[src/rtl/potts_latch_array_if.sv]
// potts_latch_array_if
// Bundles the spin-array control, pulse, preload and snapshot handshake
// signals of potts_latch_array.
//   master : host / pulse front-end side (drives enable, pulse, cuts, load,
//            load_state, snap_req, snap_ready; observes state and snapshot)
//   slave  : the latch array itself
interface potts_latch_array_if #(
    parameter int N     = 144,
    parameter int CNT_W = 16
);
    logic             enable;
    logic [N-1:0]     pulse;
    logic [N:0]       cuts;
    logic             load;
    logic [N-1:0]     load_state;
    logic [N-1:0]     state;
    logic             snap_req;
    logic             snap_ready;
    logic             snap_valid;
    logic [N-1:0]     snap_state;
    logic [CNT_W-1:0] snap_flips;

    modport master (
        output enable, pulse, cuts, load, load_state, snap_req, snap_ready,
        input  state, snap_valid, snap_state, snap_flips
    );

    modport slave (
        input  enable, pulse, cuts, load, load_state, snap_req, snap_ready,
        output state, snap_valid, snap_state, snap_flips
    );
endinterface

[src/rtl/potts_latch_array.sv]
// potts_latch_array
// Converts N SPAD pulse lines into N latched spin states. A cut map splits
// the chain into Potts domains (one-hot, winner-take-all through inhibition
// chains) or isolated Ising spins (toggle on each rise). Adds rising-edge
// pulse qualification, a state preload, a saturating flip counter and a
// snapshot readout handshake.
//
// Ports:
//   clk  : system clock, all state on rising edge
//   rst  : asynchronous, active-high reset
//   bus  : potts_latch_array_if.slave
//          enable, pulse[N], cuts[N+1], load, load_state[N]  -> inputs
//          state[N]                                          -> latched spins
//          snap_req/snap_ready/snap_valid, snap_state, snap_flips -> readout
//
// Optional build macro: PULSE_SYNC_EN
//   defined     : two-flop synchroniser per pulse bit ahead of the edge
//                 detector (adds 2 edges of latency, for async SPAD lines)
//   not defined : pulse is sampled directly into the edge detector
module potts_latch_array #(
    parameter int N     = 144,
    parameter int CNT_W = 16
) (
    input  logic                 clk,
    input  logic                 rst,
    potts_latch_array_if.slave   bus
);

    localparam int PC_W  = $clog2(N + 1);
    localparam int SUM_W = ((CNT_W > PC_W) ? CNT_W : PC_W) + 1;
    localparam logic [CNT_W-1:0] CNT_MAX = '1;

    function automatic logic [PC_W-1:0] popcount(input logic [N-1:0] v);
        logic [PC_W-1:0] c;
        c = '0;
        for (int i = 0; i < N; i++) c = c + PC_W'(v[i]);
        return c;
    endfunction

    function automatic logic [CNT_W-1:0] sat_add(input logic [CNT_W-1:0] a,
                                                 input logic [PC_W-1:0]  b);
        logic [SUM_W-1:0] s;
        logic [CNT_W-1:0] r;
        s = SUM_W'(a) + SUM_W'(b);
        if (s > SUM_W'(CNT_MAX)) r = CNT_MAX;
        else                     r = s[CNT_W-1:0];
        return r;
    endfunction

    logic [N-1:0]     pulse_in;
    logic [N-1:0]     pulse_p1, pulse_p2;
    logic [N-1:0]     rise;
    logic [N-1:0]     inc, dec, inhib;
    logic [N-1:0]     state_q, state_next;
    logic [CNT_W-1:0] cnt_q;
    logic [PC_W-1:0]  flips;
    logic             accept;
    logic             snap_valid_q;
    logic [N-1:0]     snap_state_q;
    logic [CNT_W-1:0] snap_flips_q;

    // ---- optional synchroniser stage ----
`ifdef PULSE_SYNC_EN
    logic [N-1:0] sync_p0, sync_p1;

    always_ff @(posedge clk or posedge rst) begin
        if (rst) begin
            sync_p0 <= '0;
            sync_p1 <= '0;
        end else begin
            sync_p0 <= bus.pulse;
            sync_p1 <= sync_p0;
        end
    end

    assign pulse_in = sync_p1;
`else
    assign pulse_in = bus.pulse;
`endif

    // ---- edge-detect stage ----
    // Clearing p2 in reset means a pulse held through reset still yields
    // exactly one rise after release.
    always_ff @(posedge clk or posedge rst) begin
        if (rst) begin
            pulse_p1 <= '0;
            pulse_p2 <= '0;
        end else begin
            pulse_p1 <= pulse_in;
            pulse_p2 <= pulse_p1;
        end
    end

    assign rise = pulse_p1 & ~pulse_p2;

    // ---- inhibition and spin update (combinational) ----
    // Inhibition ripples upward (inc) and downward (dec) from every rise and
    // stops at a cut. A running carry keeps each chain loop-free.
    always_comb begin
        logic carry;
        inc   = '0;
        dec   = '0;
        carry = 1'b0;
        for (int i = 0; i < N; i++) begin
            inc[i] = carry;
            carry  = (carry | rise[i]) & ~bus.cuts[i+1];
        end
        carry = 1'b0;
        for (int i = N - 1; i >= 0; i--) begin
            dec[i] = carry;
            carry  = (carry | rise[i]) & ~bus.cuts[i];
        end
    end

    assign inhib = inc | dec;

    // A spin's own rise outranks inhibition, so simultaneous rises in one
    // domain all end up set.
    always_comb begin
        state_next = state_q;
        if (bus.load) begin
            state_next = bus.load_state;
        end else if (bus.enable) begin
            for (int i = 0; i < N; i++) begin
                if (bus.cuts[i] & bus.cuts[i+1] & rise[i]) state_next[i] = ~state_q[i];
                else if (rise[i])                           state_next[i] = 1'b1;
                else if (inhib[i])                          state_next[i] = 1'b0;
            end
        end
    end

    assign flips  = (bus.enable && !bus.load) ? popcount(state_next ^ state_q) : '0;
    assign accept = bus.snap_req && (!snap_valid_q || bus.snap_ready);

    // ---- state, counter and snapshot registers ----
    always_ff @(posedge clk or posedge rst) begin
        if (rst) state_q <= '0;
        else     state_q <= state_next;
    end

    // On accept the counter restarts with this cycle's flips so no flip is
    // lost between windows.
    always_ff @(posedge clk or posedge rst) begin
        if (rst) begin
            cnt_q        <= '0;
            snap_valid_q <= 1'b0;
            snap_state_q <= '0;
            snap_flips_q <= '0;
        end else if (accept) begin
            cnt_q        <= sat_add('0, flips);
            snap_valid_q <= 1'b1;
            snap_state_q <= state_q;
            snap_flips_q <= cnt_q;
        end else begin
            cnt_q <= sat_add(cnt_q, flips);
            if (snap_valid_q && bus.snap_ready) snap_valid_q <= 1'b0;
        end
    end

    assign bus.state      = state_q;
    assign bus.snap_valid = snap_valid_q;
    assign bus.snap_state = snap_state_q;
    assign bus.snap_flips = snap_flips_q;

endmodule

[src/flat_wrapper.sv]
// flat-port wrapper written by rule: the top's interface ports become plain ports
module potts_latch_array_flat 
#(
    parameter int N     = 144,
    parameter int CNT_W = 16
)
  (clk, rst, bus_enable, bus_pulse, bus_cuts, bus_load, bus_load_state, bus_snap_req, bus_snap_ready, bus_state, bus_snap_valid, bus_snap_state, bus_snap_flips);
  potts_latch_array_if #(.N(N), .CNT_W(CNT_W)) bus_i ();
  input  logic clk;
  input  logic rst;
  input wire logic [$bits(bus_i.enable)-1:0] bus_enable;
  input wire logic [$bits(bus_i.pulse)-1:0] bus_pulse;
  input wire logic [$bits(bus_i.cuts)-1:0] bus_cuts;
  input wire logic [$bits(bus_i.load)-1:0] bus_load;
  input wire logic [$bits(bus_i.load_state)-1:0] bus_load_state;
  input wire logic [$bits(bus_i.snap_req)-1:0] bus_snap_req;
  input wire logic [$bits(bus_i.snap_ready)-1:0] bus_snap_ready;
  output wire logic [$bits(bus_i.state)-1:0] bus_state;
  output wire logic [$bits(bus_i.snap_valid)-1:0] bus_snap_valid;
  output wire logic [$bits(bus_i.snap_state)-1:0] bus_snap_state;
  output wire logic [$bits(bus_i.snap_flips)-1:0] bus_snap_flips;
  assign bus_i.enable = bus_enable;
  assign bus_i.pulse = bus_pulse;
  assign bus_i.cuts = bus_cuts;
  assign bus_i.load = bus_load;
  assign bus_i.load_state = bus_load_state;
  assign bus_i.snap_req = bus_snap_req;
  assign bus_i.snap_ready = bus_snap_ready;
  assign bus_state = bus_i.state;
  assign bus_snap_valid = bus_i.snap_valid;
  assign bus_snap_state = bus_i.snap_state;
  assign bus_snap_flips = bus_i.snap_flips;
  potts_latch_array #(.N(N), .CNT_W(CNT_W)) u_core (.clk(clk), .rst(rst), .bus(bus_i));
endmodule
[config.mk]
export PLATFORM = sky130hd
export DESIGN_NAME = potts_latch_array_flat
export DESIGN_NICKNAME = d
export VERILOG_FILES = /design/src/rtl/potts_latch_array_if.sv /design/src/rtl/potts_latch_array.sv /design/src/flat_wrapper.sv
export SDC_FILE = /design/constraint.sdc
export NUM_CORES = 2
export LEC_CHECK = 0
export ABC_AREA = 1
export CORE_AREA = 5 5 289 291
export DETAILED_ROUTE_END_ITERATION = 10
export DIE_AREA = 0 0 294 296
export GPL_TIMING_DRIVEN = 0
export PLACE_DENSITY = 0.74
export SYNTH_ARGS = -nofsm -noshare
export SYNTH_HDL_FRONTEND = slang
export SYNTH_SLANG_ARGS = --single-unit
[constraint.sdc]
create_clock -name clk -period 34.3 [get_ports clk]
set_input_delay 6.86 -clock clk [delete_from_list [all_inputs] [get_ports clk]]
set_output_delay 6.86 -clock clk [all_outputs]
set_load 0.02 [all_outputs]
== Yosys cells after proc, flatten, opt, wreduce, memory -nomap -nowiden ==
Cells that the tools add are included.
W data, S select, Z words.
Word-level totals
  flip-flop bits (word level): 609
  output and inout port bits: 305
  word-level logic and storage cells: 1749
  input port bits: 439
Cells by class
  reduce and logical (&&, ||, !) cells: 7
  order comparisons: 2
  add/subtract/negate cells: 144
  multiplexer cells: 440
  bitwise gates (word level): 1149
Operators by type and width (number)
  $add A8 B1 Y8: 142
  $and A1 B1 Y1: 574
  $mux W1: 434
  $mux W144: 2
  $not A1 Y1: 287
  $or A1 B1 Y1: 284
  $and A144 B144 Y144: 1
  $not A144 Y144: 1
  $or A144 B143 Y144: 1
  $xor A144 B144 Y144: 1
  $mux W16: 3
  $add A16 B8 Y17: 1
  $gt A17 B16 Y1 const B: 1
  $gt A8 B16 Y1 const B: 1
  $mux W8: 1
  $logic_and A1 B1 Y1: 3
  $add A1 B1 Y2: 1
  $logic_not A1 Y1: 2
  $reduce_bool A2 Y1: 1
  $logic_or A1 B1 Y1: 1

== Logic depth before layout (Yosys ltp) ==
  word-level depth: 442
  gate-level depth with buffers: 328
  mapped depth without buffers: 328

== Least setup slack after synthesis ==
Ideal clock, no wire load.
  kind: input port to flip-flop
  start point: input bus_cuts[143]
  end point: register u_core.cnt_q[15]
  setup slack: 3.279 ns
  stages: 323
  data required time: 34.201 ns
  arrival: 30.921 ns
  library setup time: 0.099 ns
  buffers on the path: 0
  cell sequence: inv_2 > nand3_2 > nand2_1 > nand2_1 > nand2_1 > nand2_1 > nand2_1 > nand2_1 > nand2_1 > nand2_1 > nand2_1 > nand2_1 > nand2_1 > nand2_1 > nand2_1 > nand2_1 > nand2_1 > nand2_1 > (+287 left out) > fa_1 > fa_1 > nor2_1 > nor2_1 > o21bai_1 > o21ai_0 > a21oi_1 > ha_1 > inv_1 > o31ai_1 > a21oi_1 > o21bai_1 > nand3_1 > nand2_1 > nand3_1 > nor3_1 > a31oi_1 > a311oi_1
RTL lines
  from (decl): line flat_wrapper.sv:13  | input wire logic [$bits(bus_i.cuts)-1:0] bus_cuts;
  to (signal assigned): line potts_latch_array.sv:150  | cnt_q <= sat_add('0, flips);
  to (signal assigned): line potts_latch_array.sv:155  | cnt_q <= sat_add(cnt_q, flips);
  to (decl): line potts_latch_array.sv:55  | logic [CNT_W-1:0] cnt_q;

==> metrics.cfg <==
[clocking]
cts_hold_buf = 0
htree_levels = 3
cts_buffer_depth = 3
cts.sinks = 609
clk_pin_slew_worst_paths_ns = 0.06
clock-root-buffer = clkbuf_16
cts-buffers-inserted = 71
clk_latency_ns = 0.62
cts_tree = done

[logic_synthesis]
synth_flop_cell = dfrtp_1
ys_warn_count = 0
ys_types = 37
async_reset_ff_share_pct = 100
synth_edf_count = 0
synth_cells = 3811
ys_seq_area_share_pct = 47.5
syn_area_mm2 = 0.0321
ys_ff_latch = 609
syn_nets = 4414
avgSynthCellArea_um2 = 8.43

[route]
vias = 29300
wire_per_inst_um = 21.1
vias_per_cell = 5.03
drt_pre_antenna_iters = 5
initialDrtViolationCount = 1966
drc = 0
routed_wl_mm = 123
antenna_left = 0

[place]
io_buffers = 741
place.gp.congestion = 0.925
dp_hpwl_mm = 95.9
postPlaceCellArea_mm2 = 0.0410
post-place-ws_ns = -1.06

[finish]
final_cell_mix = nand2_1, clkdlybuf4s50_1, inv_1
nets = 5282
drive_gt1_share_pct = 7.75
final_common_cell = nand2_1
final_cell_area_mm2 = 0.0445
areaGrowthSynthToFinish_pct = 38.4

[die]
die_x_um = 294
rows = 104
initial_core_util_pct = 40.0
die_h_um = 296
design.core.area_mm2 = 0.0803
dieArea_mm2 = 0.0870
io_pins = 744

[worst_setup_path]
max_stage_delay_ns = 0.64
critPathArrivalTime_ns = 34.43
cp_max_fo = 3
path_common_cell = nand2_1
cp.required_ns = 34.79
slowest_stage = fa_2
endpoint_kind = flop
path_delay_family = simple AND/OR/NAND/NOR gates
crit_type = input pin to flop
start_kind = input pin
crit_buf_inv = 8

[timing]
slew_viol_final = 0
slew_headroom_pct = 10.2
layout_setup_ws_ns = 0.364
setup_viol = 0
post-route-min-period_ns = 33.94
fin_skew_ns = 0.0279
period_share_pct = 98.9
tns_ns = 0
clock.fmax_mhz = 29.5
tightest_slew_ns = 1.35
rsz0062_at_grt = yes
report.final.hold_viol_count = 0

[global_routing]
antenna_found_initial = 29
grt.total_usage_pct = 27.0
grt_pass1_vias = 29300
grt_max_degree = 126
grt-ovfl-total = 0
grt_pass1_wl_mm = 179

[status]
status = completed

[hold_path]
hold_path_class = flop to flop

[flow_run]
drv_cap = 0

## synth_stat cells (3+ instances only)
cell | n | area share (%)
nand2_1 | 1107 | 13
inv_1 | 622 | 7.3
dfrtp_1 | 609 | 47
nor2_1 | 252 | 2.9
a21oi_1 | 194 | 3.0
nand3_1 | 189 | 2.9
xor2_1 | 148 | 4.0
nand4_1 | 140 | 2.7
fa_1 | 132 | 8.2
clkbuf_1 | 89 | 1.0
o21ai_0 | 84 | 1.3
a31oi_1 | 54 | 1.1
o21a_1 | 50 | 1.2
o221ai_1 | 49 | 1.3
ha_1 | 32 | 1.2
nor3_1 | 9 | 0.14
buf_1 | 7 | 0.082
or2_2 | 6 | 0.12
inv_2 | 5 | 0.058
clkbuf_8 | 3 | 0.13
nand2_2 | 3 | 0.058
o21ai_1 | 3 | 0.047
o21bai_1 | 3 | 0.070
## layer usage
metal | vias up | share of wire [%] | track usage [%]
li1 | 13800 | - | -
met1 | 14200 | 38 | 32.7
met2 | 1070 | 50 | 46.5
met3 | 269 | 7.3 | 6.37
met4 | 12 | 4.4 | 11.7
met5 | - | 0.063 | 0
## stage by stage
| stage | hold WS, ns | std cells | utilization, % |
|---|---|---|---|
| after floorplan | 0.354 | 3811 | - |
| after global placement | 0.356 | 5612 | 50.9 |
| after detailed placement | 0.360 | 5617 | 51.1 |
| after CTS | 0.371 | 5748 | 54.3 |
| after global routing | 0.377 | 5811 | 55.3 |
| final | 0.372 | 5819 | 55.4 |
## worst reg2reg max path, delay by kind of cell (launching register included)
| family | cells | cell delay (ns) |
|---|---|---|
| flip-flops | 1 | 0.43 |
| buffers and inverters | 6 | 0.55 |
| AO/OA/AOI/OAI | 8 | 1.25 |
| adder cells (fa/ha/maj) | 14 | 6.52 |
| AND/OR/NAND/NOR | 296 | 19.22 |
## area by class of cell
class / count / area, um2
Multi-Input combinational cell: 2472 / 14600
Fill cell: 7114 / 35800
Buffer: 100 / 438
Inverter: 630 / 2380
Clock buffer: 95 / 2050
Clock inverter: 34 / 454
Tap cell: 1060 / 1330
Timing Repair Buffer: 795 / 7930
Sequential cell: 609 / 15200
Antenna cell: 24 / 60.1
## flip-flops by register name (all words and copies together), names as in the netlist
name	cells
u_core.bus.snap_valid	1
u_core.bus.snap_state	144
u_core.bus.state	144
u_core.cnt_q	16
u_core.pulse_p2	144
u_core.bus.snap_flips	16
u_core.pulse_p1	144
## cells by family (layout without fill, tap and decap cells)
group                      count (synthesis)  in the layout  synth area share [%]
and+or+nand+nor                         1710           1710                  22.0
xor gates and xnor gates                 150            150                  4.09
other                                      0             24                     0
adders and majority gates                164            164                  9.47
DFF                                      609            609                  47.5
buffers and inverters                    730           1654                  8.72
AOI/OAI and AO/OA                        448            448                  8.27
## path summary, 6_finish.rpt
check                           depth (start not counted)                   endpoint  slack, ns                 start
worst max register to register                        324           u_core.cnt_q[15]       6.26  u_core.pulse_p1[143]
worst min register to register                          0       u_core.pulse_p2[102]       0.37  u_core.pulse_p1[102]
max in group asynchronous                               4  u_core.bus.snap_state[33]      26.11                   rst
worst max-delay path                                  326           u_core.cnt_q[15]       0.36         bus_cuts[143]
worst min-delay path                                    0       u_core.pulse_p2[102]       0.37  u_core.pulse_p1[102]
min in group asynchronous                               2       u_core.pulse_p1[111]       6.59                   rst
## what timing repair did
item / 4_1_cts / 5_1_grt
gates resized for setup: 11 / 184
pin swaps: 10 / 132
setup buffers: 2 / 47
setup endpoints to repair: 16 / 16
hold endpoints to repair: 0 / 0
gates cloned: 0 / 0
Power is not shown: default switching activity piles up to over one toggle a cycle in this logic, so the estimate is an artifact.
